$ cat src/rtl/and_dp_arbiter.sv
// rtl/and_dp_arbiter.sv - Round-robin arbiter sharing one fixed-latency AND datapath (optional ARB_FIXED_PRIO_EN)
module and_dp_arbiter #(
  parameter int N      = 2,
  parameter int DW     = 1,
  parameter int DP_LAT = 1,
  localparam int ID_W  = (N > 1) ? $clog2(N) : 1
) (
  input  logic              clk,
  input  logic              rst_n,
  input  logic [N-1:0]      req,
  input  logic [N*DW-1:0]   a_in,
  input  logic [N*DW-1:0]   b_in,
  output logic [N-1:0]      gnt,
  output logic              rsp_valid,
  output logic [ID_W-1:0]   rsp_id,
  output logic [DW-1:0]     rsp_data,
  output logic              busy,
  output logic [DW-1:0]     dp_in1,
  output logic [DW-1:0]     dp_in2,
  input  logic [DW-1:0]     dp_out
);

  localparam int CNT_W = (DP_LAT > 1) ? $clog2(DP_LAT) : 1;

  typedef enum logic [1:0] {
    S_IDLE = 2'd0,
    S_WAIT = 2'd1,
    S_RESP = 2'd2
  } state_t;

  state_t            state;
  logic [CNT_W-1:0]  cnt;
  logic              win_found;
  logic [ID_W-1:0]   win_idx;

`ifdef ARB_FIXED_PRIO_EN
  // Fixed priority: the lowest-numbered active request wins.
  always_comb begin
    win_found = 1'b0;
    win_idx   = '0;
    for (int i = N - 1; i >= 0; i--) begin
      if (req[i]) begin
        win_found = 1'b1;
        win_idx   = ID_W'(i);
      end
    end
  end
`else
  logic [ID_W-1:0]   rr_ptr;

  // Round-robin: scan upward from rr_ptr, wrapping, first active request wins.
  always_comb begin
    win_found = 1'b0;
    win_idx   = '0;
    for (int k = 0; k < N; k++) begin
      int j;
      j = int'(rr_ptr) + k;
      if (j >= N) j = j - N;
      if (!win_found && req[ID_W'(j)]) begin
        win_found = 1'b1;
        win_idx   = ID_W'(j);
      end
    end
  end

  // Pointer moves just past the winner on each grant; held otherwise.
  always_ff @(posedge clk) begin
    if (!rst_n) begin
      rr_ptr <= '0;
    end else if (state == S_IDLE && win_found) begin
      if (win_idx == ID_W'(N - 1)) rr_ptr <= '0;
      else                         rr_ptr <= win_idx + 1'b1;
    end
  end
`endif

  // Transaction FSM: grant and launch operands, wait out datapath latency, respond.
  always_ff @(posedge clk) begin
    if (!rst_n) begin
      state     <= S_IDLE;
      cnt       <= '0;
      gnt       <= '0;
      rsp_valid <= 1'b0;
      rsp_id    <= '0;
      rsp_data  <= '0;
      busy      <= 1'b0;
      dp_in1    <= '0;
      dp_in2    <= '0;
    end else begin
      gnt       <= '0;
      rsp_valid <= 1'b0;
      case (state)
        S_IDLE: begin
          if (win_found) begin
            gnt    <= N'(1) << win_idx;
            dp_in1 <= a_in[int'(win_idx)*DW +: DW];
            dp_in2 <= b_in[int'(win_idx)*DW +: DW];
            rsp_id <= win_idx;
            cnt    <= CNT_W'(DP_LAT - 1);
            busy   <= 1'b1;
            state  <= S_WAIT;
          end
        end
        S_WAIT: begin
          if (cnt == '0) begin
            rsp_data  <= dp_out;
            rsp_valid <= 1'b1;
            state     <= S_RESP;
          end else begin
            cnt <= cnt - 1'b1;
          end
        end
        S_RESP: begin
          busy  <= 1'b0;
          state <= S_IDLE;
        end
        default: begin
          busy  <= 1'b0;
          state <= S_IDLE;
        end
      endcase
    end
  end

endmodule

$ cat config.mk
export PLATFORM = sky130hd
export DESIGN_NAME = and_dp_arbiter
export DESIGN_NICKNAME = d
export VERILOG_FILES = /design/src/rtl/and_dp_arbiter.sv
export SDC_FILE = /design/constraint.sdc
export NUM_CORES = 1
export LEC_CHECK = 0
export ABC_AREA = 1
export CAP_MARGIN = 20
export CORE_AREA = 2 2 39 41
export CTS_BUF_LIST = sky130_fd_sc_hd__clkbuf_2
export CTS_CLUSTER_SIZE = 20
export DETAILED_ROUTE_END_ITERATION = 7
export DIE_AREA = 0 0 41 43
export GPL_ROUTABILITY_DRIVEN = 0
export GPL_TIMING_DRIVEN = 0
export PLACE_DENSITY_LB_ADDON = 0.25
export SYNTH_ARGS = -nofsm -noshare
export SYNTH_HDL_FRONTEND = slang
export SYNTH_SLANG_ARGS = --single-unit
export TNS_END_PERCENT = 100
$ cat constraint.sdc
create_clock -name clk -period 2.8 [get_ports clk]
set_clock_uncertainty 0.2 [all_clocks]
set_input_delay 0.7 -clock clk [delete_from_list [all_inputs] [get_ports clk]]
set_output_delay 0.7 -clock clk [all_outputs]
set_load 0.005 [all_outputs]
==> results.toml <==
[clock_tree]
tritoncts = "done"
clock_latency_on_the_worst_skew_pair_ps = 250
path_clk_slew_ps = 100
htree_levels = 1
clock-root-buffer = "sky130_fd_sc_hd__clkbuf_2"
post_cts_setup_driven_buffer_insertion_count = 0
cts-resized-gates = 0
cts.path.max_buffers = 2
cts.sinks = 11
numCtsBuffers = 3
hold_buffers = 0

[logic_synthesis]
synthesis.yosys.warnings = 0
synth_area_leader_cell = "sky130_fd_sc_hd__dfxtp_1"
synth_largest_type_area_fraction = 0.513
synth-edff-count = 0
cell_with_the_most_instances_after_synthesis = "sky130_fd_sc_hd__dfxtp_1"
gate_count_after_technology_mapping = 52
yosys-top-cells-count = "11 x sky130_fd_sc_hd__dfxtp_1, 8 x sky130_fd_sc_hd__nand2_1, 8 x sky130_fd_sc_hd__nor2_1"
postSynthAreaPerCell_um2 = 8.25
mappedNetlistNets = 61
synthArstFlopShare = 0
synth-main-ff-cell = "sky130_fd_sc_hd__dfxtp_1"
synth_sequential_area_ratio = 0.513
synth.lib_cells_used.distinct = 16
number_of_synthesized_register_bits = 11
post_synth_main_area_contributors = "sky130_fd_sc_hd__dfxtp_1 51%, sky130_fd_sc_hd__nand3_1 7.0%, sky130_fd_sc_hd__nand2_1 7.0%"
syn_area_um2 = 429

[drt]
wl_met3_um = 75
remaining_drc_errors = 0
routed-via-count = 369
wl_per_cell_um = 8.76
topRoutingLayerUsed = "met3"
met2_length_um = 329
drt_iter0_drc = 4
viasPerCell = 4.29
drt.antenna.violating_nets = 0
detail_route.wirelength.met1_um = 348
wirelength_um = 753
drtPass1Iterations = 4

[power]
power_leakage_nw = 0.270
power.density_cell_area_nw_per_um2 = 516
vdd_ir_drop_max_uv = 286

[outcome]
run_status = "completed"

[setup_path]
depth_of_the_most_critical_reg_to_reg_path = 4
path_cells = "clkdlybuf4s50_1"
timing.critical_path.fanout_max = 2
critical-path-top-delay-family = "buffers and inverters"
cp-end-kind = "primary output"
reg2reg_from = "rr_ptr"
crit_path_max_incr_delay_ps = 500
critical_path_class = "reg -> out"
critical_path.startpoint_type = "flip-flop"
required_ps = 1900
setup.reg_to_reg.worst_slack_ps = 1680
critical_path.slowest_cell = "sky130_fd_sc_hd__clkdlybuf4s50_1"
cp.buffers_inverters = 1
crit_arrival_ps = 1100
worst_r2r_endpoint = "dp_in2"
worst-path-stages = 1

[min_path]
worst_hold_startpoint = "rsp_data"
timing.hold.worst_endpoint = "rsp_data"
hold_class = "reg -> reg"
whs_path_depth = 2

[sta]
finalHoldViolations = 0
worst_slew_margin_rel = 0.834
fin_hold_ws_ps = 267
tns_ps = 0
actual_slew_at_the_worst_max_slew_pin_ps = 248
setup_viol = 0
final_max_slew_viol_count = 0
fmax_ghz = 0.500
post-route-min-period_ps = 2000
post-route-period-util = 0.714
grt_setup_unrepaired = "false"

[floorplan]
floorplan.die.width_um = 41
ioPinCount = 17
floorplan.die_area_um2 = 1760
initial_utilization = 0.310
std_cell_rows = 14
placeableCoreArea_um2 = 1380
dieHeight_um = 43

[finish]
layout-drive-gt1-share = 0.186
layout-area-overhead-vs-synth_pct = 42.0
insertedDiodeCount = 0
seq_area_um2 = 220
finalNetCount = 80
multi_input_area_um2 = 175
layout.cells.non_filler = 86
nFillCells = 149

[flow_run]
maxCapViolations = 0

[global_routing]
track_usage = 0.122
grt_antenna_before_repair = 0
grt_pass1_vias = 342
overflow = 0
grt_first_pass_wirelength_um = 1370
grt_start_max_net_pins = 9

[placed_design]
port_buffers = 14
detailed_place_hpwl_um = 570
post-place-cells = 82
[cell type report]
class / count / area share
plain buffers: 1 / 0.0185
clock buffers: 4 / 0.0329
inverters: 6 / 0.0370
multi-input cells: 34 / 0.287
flip-flops and latches: 11 / 0.361
well taps: 16 / 0.0329
repair buffers: 14 / 0.230
[power by group]
part,internal [mW],total [mW],switching (mW),leakage [nW]
Combinational,0.0311,0.0530,0.0219,0.163
Clock,0.0379,0.0876,0.0497,0.0166
Sequential,0.166,0.174,0.00745,0.0905
[metrics by stage]
step | util | instance area [µm²] | setup slack [ps] | power (mW)
after CTS | 0.440 | 609 | 783 | 0.320
final | 0.440 | 609 | 800 | 0.314
after detailed placement | 0.426 | 589 | 892 | 0.231
after global routing | 0.440 | 609 | 732 | 0.339
after floorplan | - | 429 | 1370 | 0.204
after global placement | 0.426 | 589 | 895 | 0.231
[per-layer routing]
layer | vias up | track usage
met3 | 0 | 0.0942
li1 | 198 | -
met1 | 157 | 0.145
met4 | 0 | 0.0600
met5 | - | 0
met2 | 14 | 0.156
[how the worst max path moves through the flow]
stage,startpoint,endpoint,slack (ps)
4_1_cts,dp_in1,dp_in1,780
5_1_grt,dp_in2,dp_in2,730
2_1_floorplan,req[0],dp_in2,1370
3_3_place_gp,rst_n,dp_in1,900
3_5_place_dp,rst_n,dp_in1,890
6_report,dp_in1,dp_in1,800
[placed cells by master (no fill, tap or decap), types with 2 or more instances in the layout]
master	synthesis	layout
sky130_fd_sc_hd__clkdlybuf4s50_1	0	14
sky130_fd_sc_hd__dfxtp_1	11	11
sky130_fd_sc_hd__nor2_1	8	8
sky130_fd_sc_hd__nand2_1	8	8
sky130_fd_sc_hd__nand3_1	6	6
sky130_fd_sc_hd__inv_1	5	5
sky130_fd_sc_hd__clkbuf_2	0	4
sky130_fd_sc_hd__nand2_2	2	2
sky130_fd_sc_hd__a21oi_1	2	2
sky130_fd_sc_hd__o21ai_1	2	2
[cell families (layout without fill, tap and decap cells)]
group	after synthesis	after routing	synth area share
AOI/OAI and AO/OA	4	4	0.0466
buffers and inverters	7	25	0.0787
DFF	11	11	0.513
and+or+nand+nor	30	30	0.362
[sequential cells by signal (all words and copies together), names as in the netlist]
signal,count
gnt,2
state,2
busy,1
dp_in1,1
dp_in2,1
rr_ptr,1
rsp_data,1
rsp_id,1
rsp_valid,1
Note: power is estimated with default switching activity, not from simulation.
